$ cat src/rtl/sim_mon_pkg.sv
// Shared encodings for the reset-sequencer / run monitor: FSM states and
// the end-of-run status codes reported on the status port.
package sim_mon_pkg;

  typedef enum logic [1:0] {
    HOLD = 2'b00,
    SEQ  = 2'b01,
    RUN  = 2'b10,
    DONE = 2'b11
  } state_e;

  typedef enum logic [1:0] {
    ST_RUNNING = 2'b00,
    ST_PASS    = 2'b01,
    ST_FAIL    = 2'b10,
    ST_TIMEOUT = 2'b11
  } status_e;

  function automatic int max2(input int a, input int b);
    return (a > b) ? a : b;
  endfunction

endpackage

$ cat src/rtl/sim_mon_rst_seq.sv
// Reset release sequencer: waits RST_HOLD edges, then releases each
// rst_out_b bit RST_GAP edges after the previous one. Bits never re-assert.
module sim_mon_rst_seq
  import sim_mon_pkg::*;
#(
  parameter int NUM_RST  = 3,
  parameter int RST_HOLD = 16,
  parameter int RST_GAP  = 4
) (
  input  logic               clk,
  input  logic               rst_b,
  output logic [NUM_RST-1:0] rst_out_b,
  output logic               hold_done,
  output logic               seq_done
);

  localparam int STEP_W = $clog2(max2(RST_HOLD, RST_GAP) + 1);
  localparam int IDX_W  = (NUM_RST > 1) ? $clog2(NUM_RST) : 1;

  logic [STEP_W-1:0]  step_q;
  logic [IDX_W-1:0]   idx_q;
  logic [NUM_RST-1:0] rel_q;
  logic               fire;

  // fire marks the edge that releases bit idx_q; the top FSM moves on the same edge.
  assign fire      = (step_q == '0) && !rel_q[NUM_RST-1];
  assign hold_done = fire && (idx_q == '0);
  assign seq_done  = fire && (idx_q == IDX_W'(NUM_RST - 1));
  assign rst_out_b = rel_q;

  // NOTE: all state uses non-blocking assignments so every register samples pre-edge values.
  always_ff @(posedge clk or negedge rst_b) begin
    if (!rst_b) begin
      step_q <= STEP_W'(RST_HOLD - 1);
      idx_q  <= '0;
      rel_q  <= '0;
    end else if (!rel_q[NUM_RST-1]) begin
      if (step_q == '0) begin
        rel_q  <= rel_q | (NUM_RST'(1) << idx_q);
        step_q <= STEP_W'(RST_GAP - 1);
        idx_q  <= idx_q + 1'b1;
      end else begin
        step_q <= step_q - 1'b1;
      end
    end
  end

endmodule

$ cat src/rtl/sim_rst_seq_monitor.sv
// Reset sequencer plus run monitor: counts RUN cycles, ends on a mailbox
// PASS/FAIL write or timeout. Define SIM_MON_HEARTBEAT_EN to build hb_pulse.
module sim_rst_seq_monitor
  import sim_mon_pkg::*;
#(
  parameter int          NUM_RST   = 3,
  parameter int          RST_HOLD  = 16,
  parameter int          RST_GAP   = 4,
  parameter int          CNT_W     = 32,
  parameter logic [31:0] MBOX_ADDR = 32'h2000_FFF0,
  parameter logic [31:0] PASS_CODE = 32'h0000_600D,
  parameter logic [31:0] FAIL_CODE = 32'h0000_BAD0,
  parameter int          HB_SHIFT  = 16
) (
  input  logic               clk,
  input  logic               rst_b,
  input  logic [CNT_W-1:0]   timeout_cyc,
  input  logic               bus_wr_vld,
  input  logic [31:0]        bus_wr_addr,
  input  logic [31:0]        bus_wr_data,
  output logic [NUM_RST-1:0] rst_out_b,
  output logic [CNT_W-1:0]   run_cnt,
  output logic               done,
  output logic [1:0]         status,
  output logic               hb_pulse
);

  state_e           state_q;
  status_e          status_q;
  logic [CNT_W-1:0] run_q;
  logic [CNT_W-1:0] run_inc;
  logic             done_q;
  logic             hold_done, seq_done;
  logic             mbox_sel, pass_hit, fail_hit, tmo_hit;

  sim_mon_rst_seq #(
    .NUM_RST  (NUM_RST),
    .RST_HOLD (RST_HOLD),
    .RST_GAP  (RST_GAP)
  ) u_rst_seq (
    .clk       (clk),
    .rst_b     (rst_b),
    .rst_out_b (rst_out_b),
    .hold_done (hold_done),
    .seq_done  (seq_done)
  );

  assign run_inc  = (run_q == '1) ? run_q : run_q + 1'b1;
  assign mbox_sel = bus_wr_vld && (bus_wr_addr == MBOX_ADDR);
  assign pass_hit = mbox_sel && (bus_wr_data == PASS_CODE);
  assign fail_hit = mbox_sel && (bus_wr_data == FAIL_CODE);
  // A saturated counter has passed any non-zero limit, including one lowered below it.
  assign tmo_hit  = (timeout_cyc != '0) && ((run_inc == timeout_cyc) || (run_q == '1));

  always_ff @(posedge clk or negedge rst_b) begin
    if (!rst_b) begin
      state_q  <= HOLD;
      status_q <= ST_RUNNING;
      run_q    <= '0;
      done_q   <= 1'b0;
    end else begin
      case (state_q)
        HOLD: begin
          if (seq_done)       state_q <= RUN;
          else if (hold_done) state_q <= SEQ;
        end
        SEQ: if (seq_done) state_q <= RUN;
        RUN: begin
          if (pass_hit || fail_hit) begin
            run_q    <= run_inc;
            status_q <= pass_hit ? ST_PASS : ST_FAIL;
            done_q   <= 1'b1;
            state_q  <= DONE;
          end else if (tmo_hit) begin
            run_q    <= timeout_cyc;
            status_q <= ST_TIMEOUT;
            done_q   <= 1'b1;
            state_q  <= DONE;
          end else begin
            run_q <= run_inc;
          end
        end
        DONE: ;
        default: state_q <= HOLD;
      endcase
    end
  end

  assign run_cnt = run_q;
  assign done    = done_q;
  assign status  = status_q;

`ifdef SIM_MON_HEARTBEAT_EN
  logic hb_q;

  // Registered from next-cycle values so the pulse lines up with run_cnt.
  always_ff @(posedge clk or negedge rst_b) begin
    if (!rst_b) begin
      hb_q <= 1'b0;
    end else begin
      hb_q <= (state_q == RUN) && !pass_hit && !fail_hit && !tmo_hit &&
              (run_inc != run_q) && (&run_inc[HB_SHIFT-1:0]);
    end
  end

  assign hb_pulse = hb_q;
`else
  assign hb_pulse = 1'b0;
`endif

endmodule

$ cat config.mk
export PLATFORM = sky130hd
export DESIGN_NAME = sim_rst_seq_monitor
export DESIGN_NICKNAME = d
export VERILOG_FILES = /design/src/rtl/sim_mon_pkg.sv /design/src/rtl/sim_mon_rst_seq.sv /design/src/rtl/sim_rst_seq_monitor.sv
export SDC_FILE = /design/constraint.sdc
export NUM_CORES = 1
export LEC_CHECK = 0
export ABC_AREA = 1
export CAP_MARGIN = 20
export CORE_MARGIN = 3
export CORE_UTILIZATION = 49
export CTS_CLUSTER_SIZE = 30
export DETAILED_ROUTE_END_ITERATION = 16
export PLACE_DENSITY = 0.9
export SETUP_SLACK_MARGIN = 0.1
export SLEW_MARGIN = 5
export SYNTH_ARGS = -nofsm -noshare
export SYNTH_HDL_FRONTEND = slang
export SYNTH_HIERARCHICAL = 1
export SYNTH_SLANG_ARGS = --single-unit
$ cat constraint.sdc
create_clock -name clk -period 3.91 [get_ports clk]
set_input_delay 0.5865 -clock clk [delete_from_list [all_inputs] [get_ports clk]]
set_output_delay 0.5865 -clock clk [all_outputs]
set_load 0.005 [all_outputs]
==> metrics.md <==
| Metric | Value |
|---|---|
| Area Overhead vs Synth | 31.8% |
| CP max FO | 52 |
| GRT Total Usage | 31.3% |
| Router iterations before antenna repair | 6 |
| Initial antenna violation count | 0 |
| Power, Total | 2.68 mW |
| Worst r2r src | run_cnt[0] |
| Data arrival time of the critical path | 3.70 ns |
| Final setup vio count | 0 |
| Max Root-Sink Buffers | 2 |
| Post-route DRC | 0 |
| Hold Buf Count CTS | 0 |
| Clock share of power | 12.9% |
| RSZ-0062 raised after global routing | false |
| Final hold vios | 0 |
| Clock sink total | 47 |
| Slack of the critical path | 0.416 ns |
| XOR/XNOR Fraction of Synth Area | 1.21% |
| Max frequency | 286 MHz |
| Non-filler cells, final | 1175 |
| Clk_skew | 0.00981 ns |
| Psw | 1.24 mW |
| Core Region | 9910 µm² |
| WS Path Type | register to register |
| Syn_area_per_cell | 5.57 µm² |
| Die area | 11600 µm² |
| Commonest non-fill, non-tap cells in the layout | 376 x nand2_1, 135 x clkdlybuf4s50_1, 119 x inv_1, 105 x nand3_1, 100 x nor2_1 |
| Post-synthesis mux area share | 0% |
| Die height | 108 µm |
| Most common cell after layout, fill and taps aside | nand2_1 |
| GP Congestion | 1.05 |
| Max rail drop VDD | 181 µV |
| Vias | 6431 |
| Post-Syn Area | 5060 µm² |
| Combinational Power Share | 55.0% |
| Critical R2R Capture | status[1] |
| H-tree level count | 2 |
| Slew HR | 30.3% |
| Status | finished clean |
| Synth Area in Compound Gates | 2.10% |
| Inst Count DP | 1166 |
| Cts bufs inserted | 5 |
| Flops & latches, synth | 47 |
| CP required | 4.12 ns |
| Via density | 5.47 |
| Adder-Cell Fraction of Synth Area | 1.98% |
| First-pass GRT wire length | 29000 µm |
| Post-synthesis sequential area ratio | 23.3% |
| Initial drt markers | 600 |
| Startpoint types | register |
| I/O Pins | 138 |
| Routed Antenna Nets | 0 |
| Clk pin slew, worst setup/hold paths | 0.09 ns |
| Netlist cell types | 37 |
| Largest net degree at the start of global routing | 53 |
| Worst setup endpoint | status[1] |
| Wirelength, routed | 18100 µm |
| HP Class | primary input to async pin |
| Cells on worst reg2reg path | 20 |
| Port Buf Inserts | 136 |
| R2R Setup Slk | 0.42 ns |
| Row count | 36 |
| CP bufs+invs | 2 |
| Final TNS setup | 0 ns |
| Endpoint class of the critical path | register |
| Cells after Synth | 908 |
| Root Driver | clkbuf_8 |
| Final Critical Period | 3.49 ns |
| Pre-CTS WS | 0.474 ns |
| Largest family of logic cells by synthesized area | simple AND/OR/NAND/NOR gates |
| Post-layout util | 67.3% |
| Pwr dens | 402 nW/µm² |
| Wire per inst | 15.4 µm |
| Final Net Count | 1148 |
| Synthesized Nets | 1015 |
| N_diodes | 0 |
| Switching fraction of total power | 46.4% |
| Stages on the worst setup path | 20 |
| Final slew viol count | 0 |
| Worst slew pin tran | 1.04 ns |
| Layout cells sized above 1 | 4.51% |
| Detail Placement HPWL | 14300 µm |
| YS warnings | 6 |
| GRT Residual Overflow | 0 |
| Initial Util | 51.0% |
| Max-Cap Viols | 0 |
| Leak Pwr | 3.41 nW |
| Critical-path top delay cell | dfrtp_1 |
| Fin crit share | 89.4% |
| Total internal power | 1.44 mW |
| Simple-Gate Fraction of Synth Area | 59.3% |
| Vias in the first global route | 5881 |
| Post-CTS sizing | 0 |
| Register share of total power | 32.1% |
| Worst path max stage delay | 0.50 ns |
| CP top delay family | simple AND/OR/NAND/NOR gates |
| Die width | 108 µm |
| Most frequent CP cell | nand2_1 |
| Critical path cell sequence | ha_1 > inv_2 > nor2_4 > nand2_4 > nor2_4 > nand2_4 > nand2_1 > nand2_1 > nand2_1 > nand2_1 > nor2_1 > nand2_1 > nor2_1 > nand3_1 > nand2_1 > nand2_1 > a21oi_1 > inv_1 > nand2_1 > nand2_1 |
| Clk Latency, worst-skew pair | 0.32 ns |
| CTS tree | done |
| Post-CTS setup buffers | 0 |
| CP startpoint | run_cnt[0] |
-- power groups by stage --
stage	clock network (mW)	logic, mW	registers, mW
after global placement	0	1.43	0.851
after floorplan	0	0.826	0.799
final	0.347	1.47	0.860
after global routing	0.371	1.66	0.878
after CTS	0.354	1.45	0.848
after detailed placement	0	1.44	0.855
-- worst min-delay path by stage --
stage          cells past startpoint  slack, ns                start             endpoint
2_1_floorplan                      0       0.29                rst_b                 done
3_3_place_gp                       2       0.46  u_rst_seq/step_q[4]  u_rst_seq/step_q[4]
3_5_place_dp                       2       0.46  u_rst_seq/step_q[4]  u_rst_seq/step_q[4]
4_1_cts                            2       0.48  u_rst_seq/step_q[4]  u_rst_seq/step_q[4]
5_1_grt                            1       0.26                rst_b          run_cnt[12]
6_report                           1       0.24                rst_b          run_cnt[12]
-- cell usage after synthesis (all sizes together) --
cell type  count  area, µm²
xnor2          3       26.3
conb           1       3.75
xor2           4       35.0
nor3           9       50.1
nor2         107        434
clkinv         1       3.75
nand2        379       1440
nor3b          1       7.51
clkbuf        12       45.0
nand4         56        365
a22oi          1       7.51
ha             8        100
and2           1       6.26
buf           13        104
or2            3       18.8
nor4          19        119
o21ai          5       36.3
nand3b         2       15.0
nand3        106        543
dfrtp         43       1080
a21oi          2       10.0
dfstp          4        105
inv          121        454
o21bai         7       52.6
-- kinds of logic after synthesis --
kind of cell    count (synthesis)
simple gates                  683
buf+inv                       147
flops                          47
compound gates                 15
fa+ha+maj                       8
xor+xnor                        7
other cells                     1
-- area by class of cell --
class / count / area [µm²]
repair buffers: 151 / 1480
multi-input cells: 714 / 3270
well taps: 133 / 166
inverters: 122 / 458
clock inverters: 1 / 7.51
fillers: 927 / 3240
flip-flops and latches: 47 / 1180
clock buffers: 7 / 96.3
-- registers in the layout, summed over array words and instances, names as in the netlist --
| register | cells |
|---|---|
| run_cnt | 32 |
| u_rst_seq/step_q | 5 |
| u_rst_seq/rst_out_b | 3 |
| state_q | 2 |
| status | 2 |
| u_rst_seq/idx_q | 2 |
| done | 1 |
-- per-layer routing --
metal / vias up / GRT usage (%) / routed length, µm
met5: - / 0 / 0
met4: 0 / 10.3 / 544
met3: 53 / 5.82 / 1850
met2: 358 / 49.9 / 8430
met1: 2862 / 42.8 / 7280
li1: 3158 / - / -
-- through the flow --
step           area [µm²]  hold WS, ns
2_1_floorplan        5060        0.291
3_3_place_gp         6540        0.456
3_5_place_dp         6540        0.456
4_1_cts              6650        0.483
5_1_grt              6670        0.256
6_report             6670        0.241
No activity file was read; power rests on OpenSTA's default activity.
